$ cat src/rtl/mc_video_pkg.sv
// Shared constants, rgb typedef and colour-replication helper for the Multicomp video output stage.
package mc_video_pkg;

    localparam int OUT_W_DEF  = 8;
    localparam int HCNT_W_DEF = 12;
    localparam int VCNT_W_DEF = 11;
    localparam int EXP_MAX    = 16;

    typedef struct packed {
        logic [OUT_W_DEF-1:0] r;
        logic [OUT_W_DEF-1:0] g;
        logic [OUT_W_DEF-1:0] b;
    } rgb_t;

    // Repeats the in_w-bit value MSB-first until out_w bits are filled; result sits in [out_w-1:0].
    function automatic logic [EXP_MAX-1:0] expand_color(input logic [7:0] value,
                                                        input int in_w,
                                                        input int out_w);
        logic [EXP_MAX-1:0] result;
        logic [2:0]         idx;
        result = '0;
        for (int i = 0; i < EXP_MAX; i++) begin
            if (i < out_w) begin
                idx    = 3'(in_w - 1 - (i % in_w));
                result = {result[EXP_MAX-2:0], value[idx]};
            end
        end
        return result;
    endfunction

endpackage

$ cat src/rtl/mc_sync_polarity.sv
// Sync polarity detector: compares high/low durations between rising edges of sync_in
// and presents the sync normalised to active-high.
module mc_sync_polarity
    import mc_video_pkg::*;
#(
    parameter int CNT_W = HCNT_W_DEF
) (
    input  logic clk,
    input  logic n_reset,
    input  logic ce,
    input  logic sync_in,
    output logic sync_out,
    output logic pol
);

    localparam logic [CNT_W-1:0] CNT_MAX = '1;

    logic             prev;
    logic             armed;
    logic [CNT_W-1:0] cnt_hi;
    logic [CNT_W-1:0] cnt_lo;
    logic             period_end;

    assign period_end = sync_in & ~prev;
    assign sync_out   = sync_in ^ ~pol;

    // The first rising edge after reset only arms the detector, since the period before it is partial.
    always_ff @(posedge clk or negedge n_reset) begin
        if (!n_reset) begin
            prev   <= 1'b0;
            armed  <= 1'b0;
            cnt_hi <= '0;
            cnt_lo <= '0;
            pol    <= 1'b0;
        end else if (ce) begin
            prev <= sync_in;
            if (period_end) begin
                armed <= 1'b1;
                if (armed) begin
                    if (cnt_hi < cnt_lo) begin
                        pol <= 1'b1;
                    end else if (cnt_hi > cnt_lo) begin
                        pol <= 1'b0;
                    end
                end
                cnt_hi <= CNT_W'(1);
                cnt_lo <= '0;
            end else if (sync_in) begin
                if (cnt_hi != CNT_MAX) begin
                    cnt_hi <= cnt_hi + CNT_W'(1);
                end
            end else begin
                if (cnt_lo != CNT_MAX) begin
                    cnt_lo <= cnt_lo + CNT_W'(1);
                end
            end
        end
    end

endmodule

$ cat src/rtl/mc_video_out.sv
// Video output stage: colour expansion, blanking, sync polarity normalisation, VS-to-HS alignment, DE.
// Optional scanline dimming is enabled by defining MC_VIDEO_SCANLINE_EN.
module mc_video_out
    import mc_video_pkg::*;
#(
    parameter int COLOR_W = 2,
    parameter int OUT_W   = OUT_W_DEF,
    parameter int HCNT_W  = HCNT_W_DEF,
    parameter int VCNT_W  = VCNT_W_DEF
) (
    input  logic               clk,
    input  logic               n_reset,
    input  logic               ce_pix,
`ifdef MC_VIDEO_SCANLINE_EN
    input  logic               sl_en,
`endif
    input  logic [COLOR_W-1:0] r_in,
    input  logic [COLOR_W-1:0] g_in,
    input  logic [COLOR_W-1:0] b_in,
    input  logic               hs_in,
    input  logic               vs_in,
    input  logic               hblank_in,
    input  logic               vblank_in,
    output logic [OUT_W-1:0]   vga_r,
    output logic [OUT_W-1:0]   vga_g,
    output logic [OUT_W-1:0]   vga_b,
    output logic               vga_hs,
    output logic               vga_vs,
    output logic               vga_de,
    output logic               hs_pol,
    output logic               vs_pol
);

    logic             hs_n;
    logic             vs_n;
    logic             hs_rise;
    logic             line_ce;
    logic             blank;
    logic [OUT_W-1:0] r_exp, g_exp, b_exp;
    logic [OUT_W-1:0] r_nxt, g_nxt, b_nxt;

    // vga_hs is the registered hs_n, so it doubles as the previous sample for edge detection.
    assign hs_rise = hs_n & ~vga_hs;
    assign line_ce = ce_pix & hs_rise;
    assign blank   = hblank_in | vblank_in;

    assign r_exp = OUT_W'(expand_color(8'(r_in), COLOR_W, OUT_W));
    assign g_exp = OUT_W'(expand_color(8'(g_in), COLOR_W, OUT_W));
    assign b_exp = OUT_W'(expand_color(8'(b_in), COLOR_W, OUT_W));

    mc_sync_polarity #(.CNT_W(HCNT_W)) u_hs_pol (
        .clk      (clk),
        .n_reset  (n_reset),
        .ce       (ce_pix),
        .sync_in  (hs_in),
        .sync_out (hs_n),
        .pol      (hs_pol)
    );

    mc_sync_polarity #(.CNT_W(VCNT_W)) u_vs_pol (
        .clk      (clk),
        .n_reset  (n_reset),
        .ce       (line_ce),
        .sync_in  (vs_in),
        .sync_out (vs_n),
        .pol      (vs_pol)
    );

`ifdef MC_VIDEO_SCANLINE_EN
    logic parity;
    logic vs_n_prev;

    always_comb begin
        r_nxt = r_exp;
        g_nxt = g_exp;
        b_nxt = b_exp;
        if (sl_en && parity) begin
            r_nxt = r_exp >> 1;
            g_nxt = g_exp >> 1;
            b_nxt = b_exp >> 1;
        end
    end

    // Frame start wins over the line toggle so the first line of each frame is undimmed.
    always_ff @(posedge clk or negedge n_reset) begin
        if (!n_reset) begin
            parity    <= 1'b0;
            vs_n_prev <= 1'b0;
        end else if (ce_pix) begin
            vs_n_prev <= vs_n;
            if (vs_n & ~vs_n_prev) begin
                parity <= 1'b0;
            end else if (hs_rise) begin
                parity <= ~parity;
            end
        end
    end
`else
    always_comb begin
        r_nxt = r_exp;
        g_nxt = g_exp;
        b_nxt = b_exp;
    end
`endif

    always_ff @(posedge clk or negedge n_reset) begin
        if (!n_reset) begin
            vga_r  <= '0;
            vga_g  <= '0;
            vga_b  <= '0;
            vga_hs <= 1'b0;
            vga_vs <= 1'b0;
            vga_de <= 1'b0;
        end else if (ce_pix) begin
            vga_r  <= blank ? '0 : r_nxt;
            vga_g  <= blank ? '0 : g_nxt;
            vga_b  <= blank ? '0 : b_nxt;
            vga_de <= ~blank;
            vga_hs <= hs_n;
            if (hs_rise) begin
                vga_vs <= vs_n;
            end
        end
    end

endmodule
$ cat config.mk
export PLATFORM = sky130hd
export DESIGN_NAME = mc_video_out
export DESIGN_NICKNAME = d
export VERILOG_FILES = /design/src/rtl/mc_video_pkg.sv /design/src/rtl/mc_sync_polarity.sv /design/src/rtl/mc_video_out.sv
export SDC_FILE = /design/constraint.sdc
export NUM_CORES = 1
export LEC_CHECK = 0
export BUFFER_PORTS_ARGS = -buffer_cell sky130_fd_sc_hd__buf_2
export CAP_MARGIN = 40
export CORE_ASPECT_RATIO = 1.2
export CORE_MARGIN = 8
export CORE_UTILIZATION = 25
export DETAILED_ROUTE_END_ITERATION = 8
export SYNTH_ARGS = -nofsm -noshare
export SYNTH_HDL_FRONTEND = slang
export SYNTH_SLANG_ARGS = --single-unit
$ cat constraint.sdc
create_clock -name clk -period 3.1 [get_ports clk]
set_clock_uncertainty 0.15 [all_clocks]
set_input_delay 0.155 -clock clk [delete_from_list [all_inputs] [get_ports clk]]
set_output_delay 0.155 -clock clk [all_outputs]
set_load 0.005 [all_outputs]
==> flow_summary.yaml, run 1 <==
timing:
  period_needed_ps: 2013
  max_slew_margin: 0.5565
  worst_slew_pin_slew_ps: 665.2
  final_max_slew_viol_count: 0
  finalSetupViolCount: 0
  timing.final.crit_share: 0.6493
  setup_tns_ps: 0
  hold_violations: 0
  rsz0062_at_grt: "no"
  whs_ps: 41.52
  fmax_mhz: 496.8
  fin_ws_ps: 1087
synthesis:
  synthMuxAreaShare: 0.02210
  synth_edf_count: 0
  async_flop_share: 1.000
  yosysSeqAreaShare: 0.4024
  postSynth.topFlopCell: "dfrtp_1"
  synth_top_family_by_area: "simple AND/OR/NAND/NOR gates"
  avgSynthCellArea_um2: 9.230
  synth_cell_types: 58
  synthXorXnorAreaFrac: 0.05475
  synth_compound_area_frac: 0.1184
  synth_area_mm2: 0.003794
  yosysTopAreaCell: "dfrtp_1"
  ys_ff_latch: 61
  synthTopCellsByArea: "dfrtp_1, ha_1, nand3_1"
  yosysMostFrequentCell: "dfrtp_1"
  synth_nets: 451
  yosysWarnings: 0
  synth_top_cell_area_share: 0.4024
  syn_inst: 411
  synthAdderAreaFrac: 0.08905
  yosys.area_share.simple: 0.2345
  synthTopCellsByCount: "dfrtp_1, nor2_1, inv_1"
placement:
  pre_cts_ws_ps: 1058
  port-buffer-count: 41
  dp_cells: 633
  dpl.hpwl_um: 6716
  place_area_mm2: 0.004118
  routabilityCongestion: 0.8512
power:
  worst_ir_drop_vdd_mv: 0.3109
  power.density_mw_per_mm2: 637.9
  leakagePower_uw: 0.001998
floorplan:
  die-height_um: 150.9
  die_area_mm2: 0.01939
  initial_core_util: 0.2546
  coreArea_mm2: 0.01490
  die_w_um: 128.5
  ios: 42
  num_rows: 49
clock_tree:
  postCtsSetupRepairBufs: 0
  clk_path_buf_depth: 2
  numCtsBuffers: 9
  cts_tree: "done"
  clkLatencyLatePin_ps: 330
  clockRootBuffer: "clkbuf_16"
  clock_sinks: 61
  cts_max_level: 3
  post_cts_resized: 0
  path_clk_slew_ps: 50
final_layout:
  seqCellArea_mm2: 0.001526
  layout-drive-gt1-share: 0.1681
  fin_area_mm2: 0.004499
  stdcell_count: 656
  nNetsFinal: 487
  multi_input_area_mm2: 0.001968
  antenna_cells: 0
  syn_to_final_growth_pct: 18.60
  nFillCells: 1544
setup_path:
  crit_family: "simple AND/OR/NAND/NOR gates"
  cp_cell_sequence: "ha_1 -> and4_1 -> nand4b_1 -> nor4b_2 -> xnor2_1 -> nor2_1"
  cp_slowest_cell: "dfrtp_1"
  crit_fanout: 9
  r2r_start: "u_hs_pol.cnt_hi[1]$_DFFE_PN0P_"
  path_buf_inv: 0
  cp.required_ps: 3170
  cp-start-kind: "register"
  crit_type: "register to register"
  reg2reg_depth: 6
  reg2reg_to: "u_hs_pol.cnt_hi[8]$_DFFE_PN0P_"
  critical-path-max-stage-delay_ps: 400
  regToRegSetupSlack_ps: 1090
  crit_arrival_ps: 2080
  crit_path_end_kind: "register"
route:
  drtIter0Drc: 125
  routed_wl_um: 8832
  drc_errors: 0
  route.vias.total: 3063
  ant_nets: 0
  avgRoutedWirePerCell_um: 13.46
  via_per_inst: 4.669
  drt_first_pass_iters: 4
worst_hold_path:
  holdPathStages: 4
  hp-class: "input pin to register"
  holdPathEnd: "vga_g[5]$_DFFE_PN0P_"
  hold_start: "hblank_in"
global_route:
  gr-usage-all-layers: 0.09762
  grt_pass1_vias: 3085
  grt_overflow: 0
  grt_start_max_net_pins: 32
  grt_pass1_wl_um: 15040
  antenna_found_initial: 0
status:
  status: "finished, final reports clean"
job:
  max-cap-violations: 0
## through the flow
step	power (µW)	utilization
floorplan	1618	-
global placement	1811	0.2750
detailed placement	1854	0.2764
CTS	2911	0.3020
global route	3071	0.3020
finish	2870	0.3020
## flip-flops by register name, indices dropped and copies added (netlist names), 2 cells and up
| register | flops |
|---|---|
| vga_r | 2 |
| u_vs_pol.cnt_lo | 11 |
| vga_g | 2 |
| u_hs_pol.cnt_lo | 12 |
| u_vs_pol.cnt_hi | 11 |
| u_hs_pol.cnt_hi | 12 |
| vga_b | 2 |
## cell families after synthesis
| logic type | Yosys count |
|---|---|
| and+or+nand+nor | 165 |
| muxes | 8 |
| AOI/OAI and AO/OA | 69 |
| xor gates and xnor gates | 22 |
| adders and majority gates | 27 |
| DFF | 61 |
| buffers and inverters | 59 |
## layer usage
| metal | GRT usage | share of wire | vias up | routed length [µm] |
|---|---|---|---|---|
| li1 | - | - | 1515 | - |
| met1 | 0.1028 | 0.42 | 1503 | 3736 |
| met2 | 0.1818 | 0.54 | 36 | 4741 |
| met3 | 0.02501 | 0.027 | 9 | 239 |
| met4 | 0.03752 | 0.013 | 0 | 114 |
| met5 | 0 | 0 | - | 0 |
## area by class of cell
| class | count | area share |
|---|---|---|
| multi-input cells | 291 | 0.4374 |
| flip-flops and latches | 61 | 0.3393 |
| repair buffers | 52 | 0.07063 |
| well taps | 204 | 0.05673 |
| clock buffers | 11 | 0.05617 |
| inverters | 32 | 0.02670 |
| clock inverters | 5 | 0.01307 |
## placed cells by master, fill, tap and decap left out, types with 2 or more instances in the layout
cell / synthesis / layout
buf_2: 2 / 41
and3_1: 4 / 4
a31oi_1: 8 / 8
nor2_1: 39 / 39
clkinvlp_4: 0 / 2
clkbuf_16: 0 / 9
and4_1: 7 / 7
and2b_1: 2 / 2
nand3b_1: 2 / 2
o41ai_1: 3 / 3
nand4_1: 14 / 14
and2_1: 6 / 6
o211ai_1: 3 / 3
nand3_1: 31 / 31
nor3_1: 4 / 4
dlygate4sd3_1: 0 / 7
a21o_1: 2 / 2
inv_1: 32 / 32
or3_1: 5 / 5
nand4b_1: 2 / 2
dfrtp_1: 61 / 61
mux2i_1: 5 / 5
nand2_1: 31 / 31
nor2b_1: 4 / 4
ha_1: 27 / 27
xnor2_1: 10 / 10
nor3_2: 2 / 2
clkbuf_8: 0 / 2
mux2_2: 3 / 3
a21oi_1: 17 / 17
o21ai_0: 20 / 20
nand2b_1: 3 / 3
buf_4: 18 / 3
a41oi_1: 3 / 3
xor2_1: 10 / 10
## report_power, final
| group | leakage (µW) | total [µW] | switching (µW) | internal, µW |
|---|---|---|---|---|
| Combinational | 0.00106 | 725 | 411 | 315 |
| Clock | 0.000148 | 1020 | 359 | 665 |
| Sequential | 0.000794 | 1120 | 169 | 953 |
## worst max path at each step
stage,startpoint,endpoint,slack [ps],cells after the start
2_1_floorplan,u_hs_pol.cnt_hi[1]$_DFFE_PN0P_,u_hs_pol.cnt_hi[8]$_DFFE_PN0P_,1380,6
5_1_grt,u_vs_pol.cnt_hi[3]$_DFFE_PN0P_,u_vs_pol.cnt_hi[3]$_DFFE_PN0P_,950,5
3_5_place_dp,ce_pix,u_vs_pol.cnt_lo[7]$_DFFE_PN0P_,1060,6
6_report,u_hs_pol.cnt_hi[1]$_DFFE_PN0P_,u_hs_pol.cnt_hi[8]$_DFFE_PN0P_,1090,6
3_3_place_gp,ce_pix,u_vs_pol.cnt_lo[7]$_DFFE_PN0P_,1070,6
4_1_cts,u_vs_pol.cnt_hi[3]$_DFFE_PN0P_,u_vs_pol.cnt_hi[3]$_DFFE_PN0P_,1120,5
## worst min-delay path: cells and delay by family
kind | cells | cell delay [ps]
and+or+nand+nor | 2 | 180
buffers and inverters | 1 | 80
AOI/OAI and AO/OA | 1 | 70
## what timing repair did
item                                    CTS  global route
hold buffers                              7             0
endpoints found under the hold margin    60             0
endpoints found under the setup margin    0             0
Power figures use the tool's default switching activity.
==> inputs of run 2 (changes only) <==
==> constraint.sdc (replaced) <==
create_clock -name clk -period 1.88 [get_ports clk]
set_clock_uncertainty 0.15 [all_clocks]
set_input_delay 0.094 -clock clk [delete_from_list [all_inputs] [get_ports clk]]
set_output_delay 0.094 -clock clk [all_outputs]
set_load 0.005 [all_outputs]
==> flow_summary.yaml, run 2 (synthesized netlist as in run 1, its figures left out) <==
status:
  status: "finished, final reports clean"
final_layout:
  layout-drive-gt1-share: 0.2376
  postLayoutCoreUtil: 0.3284
  final_cell_mix: "dfrtp_1, buf_2, nor2_1"
  fin_area_mm2: 0.004892
  nFillCells: 1495
  final_common_cell: "dfrtp_1"
  reg_top3: "u_hs_pol.cnt_hi x12, u_hs_pol.cnt_lo x12"
  nNetsFinal: 520
  syn_to_final_growth_pct: 28.96
  stdcell_count: 688
  antenna_cells: 0
power:
  worst_ir_drop_vdd_mv: 0.5050
  power_uw: 5226
  leakagePower_uw: 0.002179
  power.density_mw_per_mm2: 1068
clock_tree:
  cts_max_level: 3
  numCtsBuffers: 9
  path_clk_slew_ps: 50
  clkLatencyLatePin_ps: 330
  clk_path_buf_depth: 2
  clock_sinks: 61
  cts_tree: "done"
  clockRootBuffer: "clkbuf_16"
placement:
  place_area_mm2: 0.004253
  port-buffer-count: 41
  dpl.hpwl_um: 6828
  dp_cells: 651
  routabilityCongestion: 0.8297
setup_path:
  cp-start-kind: "register"
  crit_type: "register to register"
  crit_arrival_ps: 1920
  crit_path_end_kind: "register"
  critical-path-max-stage-delay_ps: 370
  cp_cell_sequence: "inv_1 -> ha_1 -> nor2b_1 -> o211ai_1 -> a21oi_1 -> o41ai_1"
  crit_fanout: 3
  cp.required_ps: 1930
  cp_slowest_cell: "o41ai_1"
route:
  via_per_inst: 4.660
  drt_first_pass_iters: 5
  routed_wl_um: 9517
  drc_errors: 0
  avgRoutedWirePerCell_um: 13.83
  route.vias.total: 3206
  drtIter0Drc: 195
  ant_nets: 0
global_route:
  grt_overflow: 0
  grt_start_max_net_pins: 62
  grt_pass1_vias: 3221
  antenna_found_initial: 0
  grt_pass1_wl_um: 15550
  gr-usage-all-layers: 0.1004
floorplan:
  num_rows: 49
  ios: 42
  initial_core_util: 0.2546
  die_w_um: 128.5
  coreArea_mm2: 0.01490
  die-height_um: 150.9
  die_area_mm2: 0.01939
worst_hold_path:
  hp-class: "input pin to register"
timing:
  timing.final.crit_share: 0.9901
  fmax_mhz: 537.2
  hold_violations: 0
  max_slew_margin: 0.7139
  rsz0062_at_grt: "yes"
  period_needed_ps: 1861
  worst_slew_pin_slew_ps: 428.8
  finalSetupViolCount: 0
  final_max_slew_viol_count: 0
job:
  max-cap-violations: 0
==> run 2: cell types whose count changed in the layout (fill, tap and decap cells not counted), moves of 2 or more <==
cell and delta:
ha_4 +2, bufinv_16 +2, or3_4 +2, ha_1 -3
dfrtp_2 +2, dfrtp_1 -2, clkinvlp_4 -2, or3_1 -2
dlygate4sd3_1 +7, buf_4 +26
==> run 2: power by group <==
group	leakage, µW	switching [µW]	internal (µW)	total [µW]
Sequential	0.000791	261	1570	1830
Combinational	0.00122	770	677	1450
Clock	0.000172	589	1360	1950
==> run 2: path summary, 6_finish.rpt <==
kind                                                     start  depth (start not counted)  slack [ps]                              end
worst max-delay path            u_hs_pol.cnt_lo[1]$_DFFE_PN0P_                          6          20         u_hs_pol.pol$_DFFE_PN0P_
worst min-delay path                                    ce_pix                          2          20        u_hs_pol.prev$_DFFE_PN0P_
worst max register to register  u_hs_pol.cnt_lo[1]$_DFFE_PN0P_                          6          20         u_hs_pol.pol$_DFFE_PN0P_
worst min register to register      u_hs_pol.armed$_DFFE_PN0P_                          1         330       u_hs_pol.armed$_DFFE_PN0P_
max in group asynchronous                              n_reset                          3        1120         u_hs_pol.pol$_DFFE_PN0P_
min in group asynchronous                              n_reset                          3         160  u_vs_pol.cnt_lo[10]$_DFFE_PN0P_
==> run 2: cell type report <==
class                      instances  area [µm²]  area share
tap                              204       255.2     0.05217
sequential                        61        1529      0.3125
inverter                          32       120.1     0.02455
timing repair buffer              85       583.1      0.1192
clock buffer                      11       252.7     0.05166
multi-input combinational        291        2057      0.4205
clock inverter                     4       95.09     0.01944
==> run 2: stage by stage <==
stage | hold slack (ps) | setup TNS (ps) | worst slack [ps]
5_1_grt | 29.69 | -96.39 | -83.14
6_report | 19.18 | 0 | 18.54
2_1_floorplan | -351.6 | 0 | 156.3
4_1_cts | 2.679 | 0 | 19.32
3_5_place_dp | -15.39 | 0 | 19.62
3_3_place_gp | -14.42 | 0 | 96.41
==> run 2: metal layers <==
metal / vias to the layer above / global-route usage / routed length, µm
met5: - / 0 / 0
met4: 0 / 0.04288 / 174
met3: 14 / 0.02290 / 268
met2: 33 / 0.1876 / 5109
met1: 1579 / 0.1054 / 3965
li1: 1580 / - / -
==> run 2: repair_timing <==
action / CTS / global route
setup buffers: 0 / 8
endpoints found under the hold margin: 67 / 1
hold buffers: 13 / 1
endpoints found under the setup margin: 0 / 16
resized for setup: 0 / 18
==> run 2: worst max-delay path: cells and delay by family (launching register included) <==
kind / cells / cell delay [ps]
compound gates: 3 / 710
simple gates: 1 / 130
fa+ha+maj: 1 / 310
flops: 1 / 360
buf+inv: 1 / 80
